File: src/rtl/alu_cmd_sequencer_pkg.sv
// ---------------------------------------------------------------------------
// alu_cmd_sequencer_pkg : shared types and widths for the ALU command sequencer
// Revision 1.0
// ---------------------------------------------------------------------------
`default_nettype none

package alu_cmd_sequencer_pkg;

  localparam int OP_W   = 5;
  localparam int DATA_W = 16;

  typedef enum logic [1:0] {
    IDLE     = 2'd0,
    ISSUE    = 2'd1,
    CLEAR    = 2'd2,
    COMPLETE = 2'd3
  } state_t;

  typedef struct packed {
    logic              clear;
    logic [OP_W-1:0]   cmd;
    logic [DATA_W-1:0] a;
    logic [DATA_W-1:0] b;
  } op_entry_t;

endpackage

`default_nettype wire

File: src/rtl/op_fifo.sv
// ---------------------------------------------------------------------------
// op_fifo : power-of-two operation FIFO with occupancy counter and full/empty
// Revision 1.0
// ---------------------------------------------------------------------------
`default_nettype none

module op_fifo
  import alu_cmd_sequencer_pkg::*;
#(
  parameter int DEPTH = 4
) (
  input  logic                   clk,
  input  logic                   rst,
  input  logic                   push,
  input  op_entry_t              push_data,
  input  logic                   pop,
  output op_entry_t              head,
  output logic                   full,
  output logic                   empty,
  output logic [$clog2(DEPTH):0] count
);

  localparam int PTR_W = $clog2(DEPTH);
  localparam int CNT_W = PTR_W + 1;
  localparam logic [CNT_W-1:0] FULL_COUNT = CNT_W'(DEPTH);

  op_entry_t        mem [DEPTH];
  logic [PTR_W-1:0] wr_ptr;
  logic [PTR_W-1:0] rd_ptr;
  logic             do_push;
  logic             do_pop;

  assign full    = (count == FULL_COUNT);
  assign empty   = (count == '0);
  assign do_push = push && !full;
  assign do_pop  = pop && !empty;
  assign head    = mem[rd_ptr];

  // Storage needs no reset: occupancy alone decides what is valid.
  always_ff @(posedge clk) begin
    if (do_push) begin
      mem[wr_ptr] <= push_data;
    end
  end

  // Pointers wrap naturally because DEPTH is a power of two.
  always_ff @(posedge clk) begin
    if (rst) begin
      wr_ptr <= '0;
      rd_ptr <= '0;
      count  <= '0;
    end else begin
      if (do_push) begin
        wr_ptr <= wr_ptr + PTR_W'(1);
      end
      if (do_pop) begin
        rd_ptr <= rd_ptr + PTR_W'(1);
      end
      case ({do_push, do_pop})
        2'b10:   count <= count + CNT_W'(1);
        2'b01:   count <= count - CNT_W'(1);
        default: count <= count;
      endcase
    end
  end

endmodule

`default_nettype wire

File: src/rtl/alu_cmd_sequencer.sv
// ---------------------------------------------------------------------------
// alu_cmd_sequencer : queues ALU operations and replays each on the ALU port
// Revision 1.0
// ---------------------------------------------------------------------------
`default_nettype none

module alu_cmd_sequencer
  import alu_cmd_sequencer_pkg::*;
#(
  parameter int DEPTH = 4,
  parameter int HOLD  = 2
) (
  input  logic                   clk,
  input  logic                   rst,
  input  logic                   in_valid,
  output logic                   in_ready,
  input  logic                   in_clear,
  input  logic [OP_W-1:0]        in_cmd,
  input  logic [DATA_W-1:0]      in_a,
  input  logic [DATA_W-1:0]      in_b,
  output logic [OP_W-1:0]        alu_cmd,
  output logic [DATA_W-1:0]      alu_a,
  output logic [DATA_W-1:0]      alu_b,
  output logic                   alu_noop,
  output logic                   alu_rst,
  output logic                   done,
  output logic                   busy,
  output logic [$clog2(DEPTH):0] count
);

  localparam int HOLD_W = (HOLD > 1) ? $clog2(HOLD) : 1;
  localparam logic [HOLD_W-1:0] HOLD_LAST = HOLD_W'(HOLD - 1);

  state_t            state;
  state_t            state_nxt;
  logic [HOLD_W-1:0] hold_cnt;
  logic [OP_W-1:0]   cur_cmd;
  logic [DATA_W-1:0] cur_a;
  logic [DATA_W-1:0] cur_b;
  logic              fifo_pop;
  logic              fifo_full;
  logic              fifo_empty;
  op_entry_t         fifo_head;
  op_entry_t         push_entry;

  assign push_entry = '{clear: in_clear, cmd: in_cmd, a: in_a, b: in_b};
  assign in_ready   = !fifo_full;
  assign busy       = (state != IDLE) || !fifo_empty;

  op_fifo #(
    .DEPTH (DEPTH)
  ) u_op_fifo (
    .clk       (clk),
    .rst       (rst),
    .push      (in_valid),
    .push_data (push_entry),
    .pop       (fifo_pop),
    .head      (fifo_head),
    .full      (fifo_full),
    .empty     (fifo_empty),
    .count     (count)
  );

  always_ff @(posedge clk) begin
    if (rst) begin
      state    <= IDLE;
      hold_cnt <= '0;
      cur_cmd  <= '0;
      cur_a    <= '0;
      cur_b    <= '0;
    end else begin
      state <= state_nxt;
      if (fifo_pop) begin
        cur_cmd  <= fifo_head.cmd;
        cur_a    <= fifo_head.a;
        cur_b    <= fifo_head.b;
        hold_cnt <= '0;
      end else if (state == ISSUE) begin
        hold_cnt <= hold_cnt + HOLD_W'(1);
      end
    end
  end

  // Operands are driven only in ISSUE; every other state presents zeros.
  always_comb begin
    state_nxt = state;
    fifo_pop  = 1'b0;
    alu_noop  = 1'b1;
    alu_rst   = 1'b0;
    alu_cmd   = '0;
    alu_a     = '0;
    alu_b     = '0;
    done      = 1'b0;
    case (state)
      IDLE: begin
        if (!fifo_empty) begin
          fifo_pop  = 1'b1;
          state_nxt = fifo_head.clear ? CLEAR : ISSUE;
        end
      end
      ISSUE: begin
        alu_noop = 1'b0;
        alu_cmd  = cur_cmd;
        alu_a    = cur_a;
        alu_b    = cur_b;
        if (hold_cnt == HOLD_LAST) begin
          state_nxt = COMPLETE;
        end
      end
      CLEAR: begin
        alu_noop  = 1'b0;
        alu_rst   = 1'b1;
        state_nxt = COMPLETE;
      end
      COMPLETE: begin
        done      = 1'b1;
        state_nxt = IDLE;
      end
      default: state_nxt = IDLE;
    endcase
  end

endmodule

`default_nettype wire

File: config.mk
export PLATFORM = sky130hd
export DESIGN_NAME = alu_cmd_sequencer
export DESIGN_NICKNAME = d
export VERILOG_FILES = /design/src/rtl/alu_cmd_sequencer_pkg.sv /design/src/rtl/op_fifo.sv /design/src/rtl/alu_cmd_sequencer.sv
export SDC_FILE = /design/constraint.sdc
export NUM_CORES = 1
export LEC_CHECK = 0
export BUFFER_PORTS_ARGS = -buffer_cell sky130_fd_sc_hd__buf_2
export CAP_MARGIN = 20
export CORE_MARGIN = 5
export CORE_UTILIZATION = 35
export CTS_CLUSTER_DIAMETER = 80
export CTS_CLUSTER_SIZE = 8
export DETAILED_ROUTE_END_ITERATION = 7
export PLACE_DENSITY = 0.5
export SYNTH_ARGS = -nofsm -noshare
export SYNTH_HDL_FRONTEND = slang
export SYNTH_SLANG_ARGS = --single-unit
File: constraint.sdc
create_clock -name clk -period 2.18 [get_ports clk]
set_input_delay 0.436 -clock clk [delete_from_list [all_inputs] [get_ports clk]]
set_output_delay 0.436 -clock clk [all_outputs]
set_load 0.01 [all_outputs]
==> run_results.csv <==
group,metric,value,unit
status,outcome,"finished clean",
setup_path,critPathBufInv,2,
routing,via_per_inst,4.92,
grt,grt_pass1_wl,24.6,mm
layout,area_growth,23.3,%
setup_path,max_stage_delay,470,ps
cts,cts_root_buffer,"clkbuf_16",
pwr,seq_power_share,0.424,
sta,fin_setup_tns,0,ps
setup_path,cpMaxStageDelayCell,"or4b_4",
logic_synthesis,seq_area_frac_synth,0.730,
logic_synthesis,netlist_instances,396,
sta,setup_slack,57.7,ps
layout,multi_input_area,0.00193,mm^2
setup_path,worstSetupEndpointType,"output pin",
sta,period_share,0.974,
pwr,total_power,11.9,mW
layout,layout-drive-gt1-share,0.330,
sta,fin_hold_ws,138,ps
routing,wl,15.9,mm
grt,grt_use_total,0.129,
setup_path,rr_worst_depth,6,
routing,first_pass_iters,5,
sta,period_needed,2120,ps
sta,setup_violations,0,
floorplan,fp.dieH,157,um
job,max_cap_violations,0,
worst_hold_path,min-delay-path-class,"in2reg",
logic_synthesis,synth_nets,448,
grt,grt_pass1_vias,4246,
cts,cts_buffers,29,
sta,relSlewSlack,0.614,
pwr,intPower,8.68,mW
layout,regArea,0.00555,mm^2
logic_synthesis,syn_avg_cell_area,19.2,um^2
sta,grt_setup_unrepaired,"yes",
setup_path,crit_required,1740,ps
logic_synthesis,post-synth-top-count-cell,"edfxtp_1",
worst_hold_path,whs_path_depth,1,
layout,antenna_cells,0,
logic_synthesis,yosys_warnings,0,
floorplan,num_io_pins,86,
floorplan,floorplan.initialDensity,0.351,
routing,routedWlPerCell,19.6,um
routing,routed-via-count,3991,
setup_path,worstPathCellList,"inv_4, ha_4, or4b_4, buf_6",
layout,finalNetCount,561,
setup_path,path_max_fanout,4,
logic_synthesis,ys_seq_elements,201,
logic_synthesis,synth_common_cells,"edfxtp_1 (152), dfxtp_1 (49), and2_1 (38), a22o_1 (37), mux4_2 (23)",
setup_path,start_kind,"flop",
logic_synthesis,synth_area_leader_cell,"edfxtp_1",
setup_path,ff2ff_setup_slack,120,ps
floorplan,core,0.0216,mm^2
pwr,clockPowerShare,0.333,
sta,finalMaxSlewViolations,0,
layout,utilization,0.434,
sta,fin_worst_skew,10.9,ps
floorplan,die_x,157,um
pwr,p_leak,3.42,nW
routing,post-route-drc-count,0,
place,gp_congestion,0.706,
setup_path,critPathLaunch,"state[0]$_SDFFE_PP0P_",
logic_synthesis,async_flop_share,0,
cts,cts_tree,"built",
cts,htree_levels,1,
sta,fmax,471,MHz
pwr,swShare,0.269,
logic_synthesis,synth-edff-count,152,
grt,overflow,0,
routing,detail-route-antenna-nets,0,
setup_path,cp_top_family,"simple AND/OR/NAND/NOR gates",
place,hpwl,9.27,mm
worst_hold_path,hold-path-endpoint,"u_op_fifo.mem[1][1]$_DFFE_PP_",
setup_path,regToRegEndpoint,"u_op_fifo.count[2]$_SDFFE_PP0P_",
cts,max-clock-path-buffers,3,
layout,n_fill_cell,1956,
grt,grt_max_degree,40,
pwr,netSwitchingPower,3.19,mW
routing,drtIter0Drc,209,
sta,finalHoldViolations,0,
logic_synthesis,ys.flop_type,"edfxtp_1",
sta,worst_slew_pin_slew,571,ps
setup_path,rr_startpoint,"u_op_fifo.count[1]$_SDFFE_PP0P_",
cts,clock_latency,510,ps
floorplan,dieArea,0.0248,mm^2
setup_path,crit_arrival,1690,ps
setup_path,crit_type,"reg2out",
logic_synthesis,ys_types,38,
pwr,ir_drop,0.584,mV
place,portBuffers,85,
cts,clk_pin_slew,50,ps
place,post-place-ws,56.9,ps
logic_synthesis,synth_area,0.00760,mm^2
logic_synthesis,synth.area.top_cells,"edfxtp_1 (60%), dfxtp_1 (13%), mux4_2 (6.8%), mux4_1 (4.8%), a22o_1 (4.3%)",
pwr,p_per_area,1270,mW/mm^2
cts,cts_sinks,201,
grt,antenna_found_initial,2,
logic_synthesis,synth_top_area_share,0.601,
pwr,pwr-share-comb,0.243,
worst_hold_path,hold_path_startpoint,"in_b[1]",
floorplan,rows,54,
per-layer routing:
metal	routed length, um	part of all wire	GRT usage	vias to the layer above
met5	15	0.00094	0	-
li1	-	-	-	1814
met1	6840	0.43	0.169	2035
met3	989	0.062	0.0311	27
met4	266	0.017	0.0332	4
met2	7760	0.49	0.215	111
cells in the final DEF (no fill, tap or decap), types with 2 or more instances in the layout:
cell type  count
nand2_1        3
a22o_1        37
nand3_1        2
edfxtp_1     152
buf_2         84
ha_1           8
a21o_1         3
and3_2         4
dfxtp_2        4
mux4_2        23
clkbuf_1      23
nand2b_1       2
xor2_1         2
ha_4           2
xnor2_1        3
nor2_1         7
mux4_1        14
buf_4         10
a21oi_1        3
buf_12         9
and2_1        37
inv_1          4
inv_4          2
dfxtp_1       44
clkbuf_16     29
through the flow:
step	instance area, um^2	instances
2_1_floorplan	7600	396
3_3_place_gp	8450	752
3_5_place_dp	8450	752
4_1_cts	9340	809
5_1_grt	9370	811
6_report	9370	811
cell type report:
cell class	instances	share of cell area
Clock buffer	52	0.0866
Clock inverter	1	0.000934
Inverter	6	0.00294
Multi-Input combinational cell	167	0.206
Sequential cell	201	0.593
Tap cell	280	0.0374
Timing Repair Buffer	104	0.0733
cells by family after synthesis:
| family | Yosys count | share of synthesized area |
|---|---|---|
| flops | 201 | 0.730 |
| simple gates | 61 | 0.0479 |
| buf+inv | 28 | 0.0204 |
| fa+ha+maj | 11 | 0.0191 |
| xor+xnor | 5 | 0.00576 |
| compound gates | 50 | 0.0562 |
| mux | 40 | 0.121 |
state kept, by name, indices dropped and copies added, names as in the netlist, named ones only:
| register | flops |
|---|---|
| u_op_fifo.wr_ptr | 2 |
| cur_a | 16 |
| u_op_fifo.mem | 152 |
| state | 2 |
| hold_cnt | 1 |
| cur_cmd | 5 |
| u_op_fifo.rd_ptr | 2 |
| u_op_fifo.count | 3 |
| cur_b | 16 |
worst max-delay path by stage:
stage / to / slack [ps] / cells past startpoint
floorplan: u_op_fifo.count[2]$_SDFFE_PP0P_ / 60 / 8
global placement: u_op_fifo.count[2]$_SDFFE_PP0P_ / 90 / 8
detailed placement: u_op_fifo.count[2]$_SDFFE_PP0P_ / 60 / 8
CTS: busy / 3 / 4
global route: busy / -4 / 4
finish: busy / 60 / 4
power by group through the flow:
stage / logic, mW / clock network (mW) / registers (mW)
global route: 3.17 / 4.27 / 5.09
floorplan: 1.96 / 0 / 5.00
detailed placement: 2.80 / 0 / 5.09
global placement: 2.76 / 0 / 5.05
CTS: 2.92 / 4.08 / 5.02
finish: 2.88 / 3.96 / 5.03
repair_timing:
item,4_1_cts,5_1_grt
hold buffers,0,0
setup endpoints to repair,38,27
gates resized for setup,7,6
setup buffers,4,2
gates cloned,0,0
pin swaps,0,0
(Power assumes the default switching activity.)
